$ cat config.mk
export PLATFORM = sky130hd
export DESIGN_NAME = hazard_detection_unit
export DESIGN_NICKNAME = d
export VERILOG_FILES = /design/src/rtl/hazard_detection_unit.sv
export SDC_FILE = /design/constraint.sdc
export NUM_CORES = 1
export LEC_CHECK = 0
export CORE_UTILIZATION = 35
export DETAILED_ROUTE_END_ITERATION = 6
export PLACE_DENSITY_LB_ADDON = 0.15
export SLEW_MARGIN = 5
export SYNTH_ARGS = -nofsm -noshare
export SYNTH_HDL_FRONTEND = slang
export SYNTH_SLANG_ARGS = --single-unit
$ cat constraint.sdc
create_clock -name clk -period 2.6 [get_ports clk]
set_input_delay 0.78 -clock clk [delete_from_list [all_inputs] [get_ports clk]]
set_output_delay 0.78 -clock clk [all_outputs]
set_load 0.01 [all_outputs]
$ cat src/rtl/hazard_detection_unit.sv
// ID-stage load-use / branch hazard detector with a multi-cycle stall FSM
// and a saturating stall-cycle counter for performance debug.
module hazard_detection_unit #(
    parameter int REG_W          = 5,
    parameter int LOAD_USE_STALL = 1,
    parameter int CNT_W          = 16
) (
    input  logic             clk,
    input  logic             rst,
    input  logic [REG_W-1:0] id_rs,
    input  logic [REG_W-1:0] id_rt,
    input  logic             id_uses_rt,
    input  logic             id_branch_taken,
    input  logic             ex_mem_read,
    input  logic [REG_W-1:0] ex_rt,
    output logic             ctrl_sel,
    output logic             pc_write,
    output logic             if_id_write,
    output logic             if_id_flush,
    output logic             stall_active,
    output logic [CNT_W-1:0] stall_cycles
);

    typedef enum logic {RUN, STALL} state_t;

    localparam logic [3:0] REM_INIT    = 4'(LOAD_USE_STALL - 1);
    localparam bit         MULTI_STALL = (LOAD_USE_STALL > 1);

    state_t     state;
    logic [3:0] rem;
    logic       hz;

    // $0 is hardwired to zero, so a load targeting it can never feed a consumer.
    assign hz = ex_mem_read && (ex_rt != '0) &&
                ((ex_rt == id_rs) || (id_uses_rt && (ex_rt == id_rt)));

    always_comb begin
        ctrl_sel     = 1'b1;
        pc_write     = 1'b1;
        if_id_write  = 1'b1;
        if_id_flush  = 1'b0;
        stall_active = 1'b0;
        if (rst) begin
            ctrl_sel    = 1'b0;
            pc_write    = 1'b0;
            if_id_write = 1'b0;
        end else if (state == STALL || hz) begin
            // Stall wins over a taken branch; the branch is re-seen once ID is released.
            ctrl_sel     = 1'b0;
            pc_write     = 1'b0;
            if_id_write  = 1'b0;
            stall_active = 1'b1;
        end else begin
            if_id_flush = id_branch_taken;
        end
    end

    always_ff @(posedge clk) begin
        if (rst) begin
            state        <= RUN;
            rem          <= 4'd0;
            stall_cycles <= '0;
        end else begin
            if (stall_active && (stall_cycles != '1))
                stall_cycles <= stall_cycles + CNT_W'(1);
            case (state)
                RUN: begin
                    if (hz && MULTI_STALL) begin
                        state <= STALL;
                        rem   <= REM_INIT;
                    end
                end
                STALL: begin
                    rem <= rem - 4'd1;
                    if (rem == 4'd1)
                        state <= RUN;
                end
                default: state <= RUN;
            endcase
        end
    end

endmodule
==> results of run 1 <==
[area by class of cell]
cell class	instances	area [um2]
Clock buffer	3	22.5
Clock inverter	1	5.00
Fill cell	313	1530
Inverter	4	15.0
Multi-Input combinational cell	114	806
Sequential cell	21	420
Tap cell	46	57.6
Timing Repair Buffer	58	529
[timing repair]
item                                    in CTS  in global routing
buffers inserted                             3                  3
pin swaps                                   13                  9
endpoints found under the setup margin       5                  5
resized for setup                           47                  5
[placed cells by master (no fill, tap or decap), types with 3 or more instances in the layout]
cell / netlist / layout
clkdlybuf4s50_1: 0 / 20
or4_1: 5 / 4
nand4_1: 5 / 5
dlygate4sd2_1: 0 / 10
nand2_1: 10 / 10
inv_1: 4 / 4
buf_6: 1 / 5
a21oi_1: 10 / 10
xor2_1: 3 / 3
nor2_1: 11 / 10
buf_2: 0 / 3
clkbuf_4: 0 / 3
ha_1: 3 / 3
nor2b_1: 5 / 5
or3_1: 6 / 6
nor3_1: 3 / 3
and4_1: 3 / 3
buf_4: 2 / 17
nand3_1: 6 / 6
o21ai_0: 9 / 9
xnor2_1: 12 / 10
dfxtp_1: 21 / 21
[synth_stat cells (2+ instances only)]
cell / count
clkbuf_1: 4
nand2_1: 10
xnor2_1: 12
buf_4: 2
nor2b_1: 5
nor2_1: 11
nand4_1: 5
and4_1: 3
nand3_1: 6
or3_1: 6
or4_1: 5
and3_1: 2
a211oi_1: 2
nor3_1: 3
o21ai_0: 9
dfxtp_1: 21
inv_1: 4
a21oi_1: 10
o21a_1: 2
ha_1: 3
o31ai_1: 2
xor2_1: 3
[worst max-delay path: cells and delay by family]
kind,cells,cell delay [ps]
buf+inv,2,180
compound gates,2,420
simple gates,3,800
[routing by layer]
| layer | vias to the layer above | wire (um) | track usage |
|---|---|---|---|
| li1 | 636 | - | - |
| met4 | 0 | 25 | 0.0286 |
| met2 | 28 | 1560 | 0.313 |
| met3 | 4 | 121 | 0.0393 |
| met1 | 597 | 1430 | 0.208 |
| met5 | - | 0 | 0 |
[path summary, 6_finish.rpt]
| path | slack, ps | depth (start not counted) | startpoint | to |
|---|---|---|---|---|
| max reg2reg | 360 | 8 | stall_cycles[1]$_SDFFE_PP0P_ | stall_cycles[9]$_SDFFE_PP0P_ |
| max | -370 | 7 | ex_rt[2] | if_id_flush |
| min | 530 | 2 | stall_cycles[5]$_SDFFE_PP0P_ | stall_cycles[5]$_SDFFE_PP0P_ |
| min reg2reg | 530 | 2 | stall_cycles[5]$_SDFFE_PP0P_ | stall_cycles[5]$_SDFFE_PP0P_ |
[cell families after synthesis]
| family | count (synthesis) | synth area share |
|---|---|---|
| adders and majority gates | 3 | 0.0299 |
| xor gates and xnor gates | 15 | 0.105 |
| muxes | 3 | 0.0289 |
| and+or+nand+nor | 64 | 0.294 |
| buffers and inverters | 11 | 0.0449 |
| DFF | 21 | 0.335 |
| AOI/OAI and AO/OA | 29 | 0.162 |
[power by group through the flow]
stage / registers [W] / clock network, W / logic [W]
after detailed placement: 0.000330 / 0 / 0.000100
final: 0.000322 / 0.000159 / 0.000104
after floorplan: 0.000330 / 0 / 0.0000438
after global placement: 0.000330 / 0 / 0.0000990
after global routing: 0.000323 / 0.000185 / 0.000113
after CTS: 0.000323 / 0.000165 / 0.0000956
[stage by stage]
stage | hold slack (ps) | power (W) | worst slack [ps]
after floorplan | 484 | 0.000374 | -171
after global placement | 492 | 0.000429 | -1100
after detailed placement | 519 | 0.000430 | -1140
after CTS | 536 | 0.000583 | -413
after global routing | 569 | 0.000621 | -416
final | 530 | 0.000586 | -372
[flip-flops by register name, indices dropped and copies added (netlist names)]
register / count
state: 1
rem: 4
stall_cycles: 16
==> qor.yml, run 1 <==
outcome: "complete, but fails checks"
violations: "negative setup slack"
power_frac_seq: 0.550
port_buffers: 40
synthCells: 146
grt_usage: 0.172
synth-edff-count: 0
grt_first_pass_wirelength_mm: 4.91
firstDrtPassIters: 4
synth_flop_cell: "dfxtp_1"
pin_count: 41
grt_max_degree: 25
dp_cells: 237
via_count: 1265
finalInstanceArea_um2: 1860
die_y_um: 61.9
synth_largest_area_cell: "dfxtp_1"
vdd_drop_max_mv: 0.286
drc: 0
core.rowCount: 21
first_iter_violations: 35
gp_congestion: 0.766
syn-num-nets: 169
async_flop_share: 0
overflow: 0
p_sw_frac: 0.244
synth_area_leaders: "dfxtp_1 (34%), xnor2_1 (8.4%), a21oi_1 (4.0%), o21ai_0 (3.6%), nor2_1 (3.3%)"
fin_setup_tns_ps: -1610
cp.required_ps: 1820
period_minus_slack_ps: 2970
wl_mm: 3.14
vias_per_cell: 5.12
powerDensity_nw_per_um2: 316
fin_skew_ps: 8.76
crit_slowest_cell: "or4_4"
finalNetCount: 225
p_int_w: 0.000443
syn_area_per_cell_um2: 8.59
ant_nets: 0
first_global_vias: 1131
diodes: 0
slowest_delay_ps: 520
crit_arrival_ps: 2190
final_hold_viol_count: 0
hpwl_mm: 2.38
numCtsBuffers: 3
finish.utilization: 0.547
cts_hold_buf: 0
rsz0062_at_grt: "yes"
start_kind: "primary input"
synth_seq_area_share: 0.335
criticalPathCategory: "in -> out"
root_buffer: "clkbuf_4"
insertion_delay_ps: 310
cts_max_level: 1
synth_area_um2: 1250
tritoncts: "done"
start_util: 0.370
fin_cells: 247
syn_to_final_growth_pct: 48.0
drive_gt1_frac: 0.219
maxCapViolations: 0
worst_slew_pin_slew_ps: 373
timing.fmax_ghz: 0.336
clock-sinks: 21
fin_ws_ps: -372
ys_ff_latch: 21
dieArea_um2: 3830
relSlewSlack: 0.749
critical_path.endpoint_type: "primary output"
clk_pin_slew_ps: 120
crit_fanout: 4
p_comb_frac: 0.178
finalCritPeriodShare: 1.14
clock_path_buffers: 2
clkPwrFrac: 0.272
synth_top_cell_area_share: 0.335
crit_chain: "buf_6 > or4_4 > o21a_1 > a21o_1 > nor2_4 > and2_4 > buf_6"
crit_top_cell: "buf_6"
antenna_found_initial: 0
yosysUniqueCellTypes: 38
finalSetupViolations: 5
hold_class: "reg -> reg"
switchingPower_w: 0.000143
finalMaxSlewViolations: 0
dieWidth_um: 61.9
leakage_nw: 0.721
core_area_um2: 3390
placed_cell_area_um2: 1790
synth_warnings: 0
routedWlPerCell_um: 12.7
No activity file was read; power rests on OpenSTA's default activity.
==> run 2: changes to the inputs <==
--- a/config.mk
+++ b/config.mk
@@ -5,6 +5,7 @@
 export SDC_FILE = /design/constraint.sdc
 export NUM_CORES = 1
 export LEC_CHECK = 0
+export CAP_MARGIN = 20
 export CORE_UTILIZATION = 35
 export DETAILED_ROUTE_END_ITERATION = 6
 export PLACE_DENSITY_LB_ADDON = 0.15
==> results of run 2 <==
The final DEF is identical to that of run 1; final timing and power are the same.
==> run 3: changes to the inputs <==
--- a/config.mk
+++ b/config.mk
@@ -6,9 +6,12 @@
 export NUM_CORES = 1
 export LEC_CHECK = 0
 export CAP_MARGIN = 20
-export CORE_UTILIZATION = 35
+export CELL_PAD_IN_SITES_DETAIL_PLACEMENT = 0
+export CELL_PAD_IN_SITES_GLOBAL_PLACEMENT = 2
+export CORE_UTILIZATION = 23
 export DETAILED_ROUTE_END_ITERATION = 6
 export PLACE_DENSITY_LB_ADDON = 0.15
+export SETUP_SLACK_MARGIN = 0.4
 export SLEW_MARGIN = 5
 export SYNTH_ARGS = -nofsm -noshare
 export SYNTH_HDL_FRONTEND = slang
==> run 3 against run 2 <==
  * Clock skew shrank 7.6 ps
  * First-iteration DRC count up 2.9%
  * Core utilization shrank 14 points
  * Critical path type unchanged
  * Sequential share of layout area down 2.6 points
  * Combinational power up 13%
  * Setup slack gained 35 ps
  * The run still ends with negative setup slack left
==> qor.yml, run 3 (synthesis gave the netlist of run 1 again) <==
rsz0062_at_grt: "yes"
clock-sinks: 21  # unchanged
fin_ws_ps: -337  # +35.4 ps
placed_cell_area_um2: 1830  # +2.6%
dieArea_um2: 5750  # +50%
tritoncts: "done"
vdd_drop_max_mv: 0.193  # -33%
grt_usage: 0.126  # -0.0452
hold_class: "reg -> reg"
overflow: 0  # unchanged
relSlewSlack: 0.655  # -0.0941
outcome: "complete, but fails checks"
core.rowCount: 26  # +24%
violations: "negative setup slack"
ant_nets: 0  # unchanged
fill_cells: 509  # +63%
numCtsBuffers: 3  # unchanged
gp_congestion: 0.748  # -2.4%
die_y_um: 75.8  # +23%
crit_fanout: 2  # -2
cts_hold_buf: 0  # unchanged
finalMaxSlewViolations: 0  # unchanged
grt_max_degree: 20  # -20%
fin_skew_ps: 1.20  # -7.56 ps
clk_pin_slew_ps: 80  # -40 ps
largest_registers: "stall_cycles (16), rem (4), state (1)"
vias_per_cell: 4.61  # -9.9%
worst_slew_pin_slew_ps: 516  # +143 ps
cp.required_ps: 1820  # about the same
grt_first_pass_wirelength_mm: 5.55  # +13%
antenna_found_initial: 0  # unchanged
clock_path_buffers: 2  # unchanged
criticalPathCategory: "in -> out"
firstDrtPassIters: 3  # -1
timing.fmax_ghz: 0.341  # +1.2%
first_iter_violations: 36  # +2.9%
critical_path.endpoint_type: "primary output"
routedWlPerCell_um: 12.8  # +0.47%
syn_to_final_growth_pct: 67.7
fin_hold_ws_ps: 518  # -12.2 ps
leakage_nw: 0.828  # +15%
regMostFlops: "stall_cycles"
pin_count: 41  # unchanged
finalInstanceArea_um2: 2100  # +13%
via_count: 1278  # +1.0%
port_buffers: 40  # unchanged
finalSetupViolations: 5  # unchanged
period_minus_slack_ps: 2940  # -35.4 ps
wl_mm: 3.54  # +13%
maxCapViolations: 0  # unchanged
drive_gt1_frac: 0.343  # +0.124
final_hold_viol_count: 0  # unchanged
core_area_um2: 5170  # +53%
start_util: 0.242  # -0.127
first_global_vias: 1135  # +0.35%
insertion_delay_ps: 260  # -50 ps
finalNetCount: 231  # +2.7%
crit_arrival_ps: 2160  # -30 ps
powerDensity_nw_per_um2: 315  # -0.14%
start_kind: "primary input"
diodes: 0  # unchanged
root_buffer: "clkbuf_8"
finalCritPeriodShare: 1.13  # -0.0136
hpwl_mm: 2.57  # +8.3%
largest_reg_flops: 16  # unchanged
drc: 0  # unchanged
final_cell_mix: "clkdlybuf4s50_1 (20), dfxtp_1 (20), buf_6 (16)"
dieWidth_um: 75.8  # +23%
cts_max_level: 1  # unchanged
## run 3: cell count changes in the layout (fill, tap and decap cells not counted), sizes merged
cell | previous run | this run
dlygate4sd2 | 10 | 5
dlymetal6s2s | 1 | 0
buf | 26 | 32
clkdlybuf4s15 | 1 | 4
clkbuf | 3 | 5
a31oi | 1 | 2
## run 3: area by class of cell
| type | count | area (um2) | share of cell area |
|---|---|---|---|
| clock buffers | 3 | 41.3 | 0.0196 |
| clock inverters | 1 | 5.00 | 0.00238 |
| inverters | 4 | 15.0 | 0.00714 |
| multi-input cells | 115 | 950 | 0.452 |
| flip-flops and latches | 21 | 422 | 0.201 |
| well taps | 70 | 87.6 | 0.0417 |
| repair buffers | 63 | 582 | 0.277 |
## run 3: metrics by stage
| step | std cells | setup TNS (ps) | worst slack, ps | utilization | power, W |
|---|---|---|---|---|---|
| final | 277 | -1440 | -337 | 0.406 | 0.000663 |
| after floorplan | 146 | -459 | -171 | - | 0.000375 |
| after detailed placement | 263 | -8350 | -1130 | 0.354 | 0.000431 |
| after CTS | 273 | -1720 | -406 | 0.382 | 0.000659 |
| after global routing | 277 | -1680 | -377 | 0.406 | 0.000695 |
| after global placement | 263 | -8090 | -1100 | 0.354 | 0.000430 |
## run 3: final timing paths
path	startpoint	endpoint	slack [ps]	cells after the start
max	ex_rt[4]	stall_active	-340	7
min	rem[1]$_SDFFE_PP0P_	rem[1]$_SDFFE_PP0P_	520	2
max reg2reg	stall_cycles[6]$_SDFFE_PP0P_	stall_cycles[8]$_SDFFE_PP0P_	320	7
min reg2reg	rem[1]$_SDFFE_PP0P_	rem[1]$_SDFFE_PP0P_	520	2
## run 3: worst max-delay path: stages
cell,delay (ps)
buf_6,90
or4_4,520
o21a_1,190
a21o_1,210
buf_6,130
nor2b_4,110
buf_6,110
## run 3: where the power goes
part	internal, W	switching [W]	total, W
Sequential	0.000322	0.000000981	0.000323
Combinational	0.0000699	0.0000467	0.000117
Clock	0.000107	0.000117	0.000224
## run 3: timing repair
item,4_1_cts,5_1_grt
endpoints found under the setup margin,21,21
resized for setup,69,31
hold endpoints to repair,0,0
pin swaps,18,19
gates cloned,1,0
setup buffers,5,4
## run 3: metal layers
| layer | vias up | wire length [um] | track usage |
|---|---|---|---|
| met1 | 600 | 1680 | 0.165 |
| met5 | - | 0 | 0 |
| met3 | 2 | 105 | 0.0278 |
| met2 | 21 | 1740 | 0.211 |
| met4 | 0 | 18 | 0.0309 |
| li1 | 655 | - | - |
==> RTL change 1 (flow settings as in run 1) <==
Change the parameter `REG_W` from 5 to 10.
--- a/src/rtl/hazard_detection_unit.sv
+++ b/src/rtl/hazard_detection_unit.sv
@@ -3,3 +3,3 @@
 module hazard_detection_unit #(
-    parameter int REG_W          = 5,
+    parameter int REG_W          = 10,
     parameter int LOAD_USE_STALL = 1,
Interface: changed (resized ex_rt, id_rs and id_rt); port bits go from 41 to 56. The function was not compared with the original's and may differ.
==> RTL change 1 against run 1 <==
  * The run still ends with negative setup slack left
  * Synthesized area grew 20%
  * Sequential cell count stayed put
  * Routed wire length grew 31%
  * Highest routed layer unchanged
  * Setup slack improved by 280 ps
  * Synthesized cell count rose by 20%
  * Hold slack lost 46 ps
  * Cell area increased by 26%
  * Total power increased by 17%
  * Combinational power increased by 42%
  * Largest power group unchanged
==> RTL change 1: results (changes against run 1) <==
[outcome]
status=finished, violations left
violations=negative setup slack

[critical_path]
reg2reg_depth=5  ; -3
r2r-start=stall_cycles[6]
r2r_end=stall_cycles[2]
worstPathArrival_ps=1910  ; -280 ps
crit_fanout=3  ; -1
critPathLaunch=id_rs[2]
regToRegSetupSlack_ps=430  ; +70 ps

[route]
vias=1530  ; +21%
wirelength_um=4110  ; +31%
dr.first_iter.drc_count=85  ; +140%
first_pass_iters=4  ; unchanged

[cts]
worstSkewPairLatency_ps=260  ; -50 ps
clkTransAtPathRegs_ps=80  ; -40 ps
cts-root-buf=clkbuf_8

[pwr]
ir_worst_vdd_uv=167  ; -41%
p_leak_uw=0.000907  ; +26%

[placed_design]
place_hpwl_um=3030  ; +27%
placedInstanceArea_um2=2150  ; +21%
port_buffers=55  ; +38%
gp_congestion=0.740  ; -3.3%

[global_route]
grt_pass1_wl_um=6760  ; +38%
grt_max_degree=23  ; -8.0%
grtUsageMet2=0.351  ; +0.0381
globalRouteMet3Util=0.0253  ; -0.0140
track_usage=0.195  ; +0.0236
grt_use_met1=0.228  ; +0.0201

[sta]
fin_worst_skew_ps=0.953  ; -7.80 ps
setup-violations-final=5  ; unchanged
fin_setup_tns_ps=-399  ; +1210 ps
fin_ws_ps=-87.1  ; +285 ps
worstMarginPinSlew_ps=519  ; +146 ps

[yosys]
ys_top_cells_by_area=dfxtp_1 28%, xnor2_1 12%, mux2_1 9.0%, nor2b_1 5.0%, nor2_1 4.7%
netlist.area_leader.share=0.279  ; -0.0560
ys_types=37  ; -2.6%
syn_nets=213  ; +26%
synth_xor_area_frac=0.134  ; +0.0290
synth-compound-area-share=0.157  ; -0.00457
synthAdderAreaFrac=0.0249  ; -0.00500
muxShareOfSynthArea=0.0964  ; +0.0675
synth_commonest_cells=21 x dfxtp_1, 20 x xnor2_1, 19 x nor2_1
synth_seq_area_share=0.279  ; -0.0560

[cells_and_area]
n_antenna_cell=0  ; unchanged
final_layout_size_suffix_gt1_frac=0.309  ; +0.0904
fin_nets=275  ; +22%

RTL change 1: changes by cell type in the layout (fill, tap and decap cells not counted), sizes merged, moves of 7 or more:
cell | run 1 | this run
clkbuf | 3 | 12
xnor2 | 12 | 20
nor2 | 11 | 19
a211oi | 2 | 11
o21ai | 9 | 1
nor2b | 5 | 12
mux2 | 2 | 12
dlygate4sd2 | 10 | 2
RTL change 1: where the power goes:
part | switching, uW | total (uW) | internal (uW)
logic | 63.3 | 148 | 84.4
registers | 0.0482 | 321 | 321
clock network | 111 | 220 | 109
total | 174 | 689 | 515
RTL change 1: critical path, cell delays in order:
cell and delay [ps]:
dlygate4sd2_1 250, xor2_2 160, nor4_4 330, o21ai_4 110, nand2_4 100, nor3b_2 40
buf_2 130
RTL change 1: layer usage:
metal	routed length [um]	vias up
met3	157	4
met4	49	0
li1	-	740
met1	1700	732
met2	2200	54
met5	0	-
RTL change 1: what timing repair did:
item | CTS | global route
pin swaps | 31 | 23
gates cloned | 0 | 0
setup endpoints to repair | 19 | 8
hold buffers | 0 | 0
gates resized for setup | 134 | 28
buffers inserted | 2 | 2
RTL change 1: how the worst min path moves through the flow:
stage | startpoint | endpoint | slack (ps) | depth (start not counted)
floorplan | rem[1] | rem[1] | 480 | 2
global placement | stall_cycles[12] | stall_cycles[12] | 470 | 2
finish | stall_cycles[12] | stall_cycles[12] | 480 | 2
detailed placement | stall_cycles[12] | stall_cycles[12] | 470 | 2
CTS | stall_cycles[12] | stall_cycles[12] | 480 | 2
global route | stall_cycles[12] | stall_cycles[12] | 520 | 2
RTL change 1: cells by family (layout without fill, tap and decap cells):
logic type	count (synthesis)	after routing
xor+xnor	23	23
fa+ha+maj	3	3
mux	13	13
buf+inv	18	79
simple gates	71	71
flops	21	21
compound gates	26	26
RTL change 1: layout make-up:
cell class | count | area, um^2
Timing Repair Buffer | 68 | 606
Multi-Input combinational cell | 136 | 1180
Fill cell | 347 | 1720
Clock buffer | 4 | 45.0
Inverter | 7 | 26.3
Tap cell | 50 | 62.6
Sequential cell | 21 | 420
RTL change 1: metrics by stage:
| stage | setup slack, ps | cells |
|---|---|---|
| floorplan | -75.9 | 175 |
| global placement | -975 | 279 |
| detailed placement | -971 | 279 |
| CTS | -126 | 285 |
| global route | -174 | 286 |
| finish | -87.1 | 286 |
==> RTL change 2 (settings of run 1) <==
Without the edit above. Make the reset (`rst`) asynchronous in one clocked block.
--- a/src/rtl/hazard_detection_unit.sv
+++ b/src/rtl/hazard_detection_unit.sv
@@ -57,3 +57,3 @@
 
-    always_ff @(posedge clk) begin
+    always_ff @(posedge clk or posedge rst) begin
         if (rst) begin
Behaviour: differs if rst is asserted again (counterexample within 4 cycles, from zero or initial values and one cycle with rst high); with rst held inactive, the same outputs for 10 cycles.
==> RTL change 2 against run 1 <==
  * Sequential power grew 14%
  * Synthesized area fell by 6.2%
  * Count of clock-buffer cells in the layout unchanged
  * Routed wire length shrank 14%
  * Cell area is 1.9% lower
  * Setup slack better by 180 ps
  * Utilization grew 3.5 points
  * The flow still finishes with violations (negative setup slack)
  * Sequential cell count did not move
  * Non-clock buffer count fell by 5
  * Synthesized cell count fell by 21%
  * Register-to-register slack improved by 220 ps
  * Total power is 18% higher
==> RTL change 2: results (changes against run 1) <==
[cells_and_area]
fillers=281  ; -10%
multi_input_gates=86  ; -25%
fin_nets=194  ; -14%
seq_share=0.289  ; +0.0621
multi_input_area_share=0.375  ; -0.0597
clock_area_frac=0.0151  ; +0.000285
buffer_area_frac=0.279  ; -0.00620
inverters=6  ; +2
final_cell_area_um2=1820  ; -1.9%

[critical_path]
cp_top_family=compound AO/OA/AOI/OAI gates
worstPathArrival_ps=2010  ; -180 ps
max_stage_delay_ps=270  ; -250 ps
crit_slowest_cell=o22a_2

[cts]
ctsResizeCount=60  ; +28%
cts_max_level=1  ; unchanged

[yosys]
async_reset_ff_frac=1.00  ; +1.00
ys_top_cells_by_area=dfrtp_1 45%, xnor2_1 17%, nand2_1 3.8%, nand4_1 3.7%, ha_1 3.2%
syn_nets=138  ; -18%
synth_seq_area_share=0.447  ; +0.111
synth_commonest_cells=23 x xnor2_1, 21 x dfrtp_1, 12 x nand2_1
synth_cells=115  ; -21%
syn_avg_cell_area_um2=10.2  ; +19%

[sta]
fin_worst_skew_ps=1.74  ; -7.01 ps
worstMarginPinSlew_ps=581  ; +209 ps
setup-violations-final=5  ; unchanged
fin_setup_tns_ps=-807  ; +800 ps
fin_ws_ps=-190  ; +182 ps

[placed_design]
place_hpwl_um=2080  ; -12%
port_buffers=40  ; unchanged
gp_congestion=0.754  ; -1.6%
placedInstanceArea_um2=1710  ; -4.1%
dp_cells=206  ; -13%

[global_route]
grt_pass1_wl_um=4290  ; -13%
grt_use_met1=0.174  ; -0.0341
globalRouteMet3Util=0.0303  ; -0.00903
grtUsageMet2=0.303  ; -0.0102
track_usage=0.159  ; -0.0130

[route]
wl_met2_um=1380  ; -12%
dr.first_iter.drc_count=28  ; -20%
wl_met1_um=1110  ; -22%
dr_wl_met3_um=179  ; +48%
vias=1022  ; -19%
avgViaCountPerCell=4.78  ; -6.8%
wirelength_um=2700  ; -14%

[outcome]
status=finished, violations left
violations=negative setup slack

[worst_hold_path]
worstHoldPathType=reg2reg

RTL change 2: cell families after synthesis:
kind of cell | Yosys count | share of synthesized area
fa+ha+maj | 3 | 0.0319
xor+xnor | 27 | 0.201
flops | 21 | 0.447
simple gates | 45 | 0.200
mux | 1 | 0.0128
compound gates | 10 | 0.0755
buf+inv | 8 | 0.0319
RTL change 2: final timing paths:
kind | startpoint | to | slack, ps | cells past startpoint
hold / removal | rem[3] | rem[3] | 480 | 1
hold reg to reg | rem[3] | rem[3] | 480 | 1
setup / recovery | id_rs[1] | if_id_flush | -190 | 8
min in group asynchronous | rst | stall_cycles[15] | 960 | 3
setup reg to reg | stall_cycles[0] | stall_cycles[1] | 580 | 6
max in group asynchronous | rst | rem[1] | 1430 | 3
RTL change 2: report_power, final:
part	switching (uW)	internal (uW)
combinational	64.8	108
clock	95.1	57.3
sequential	24.4	343
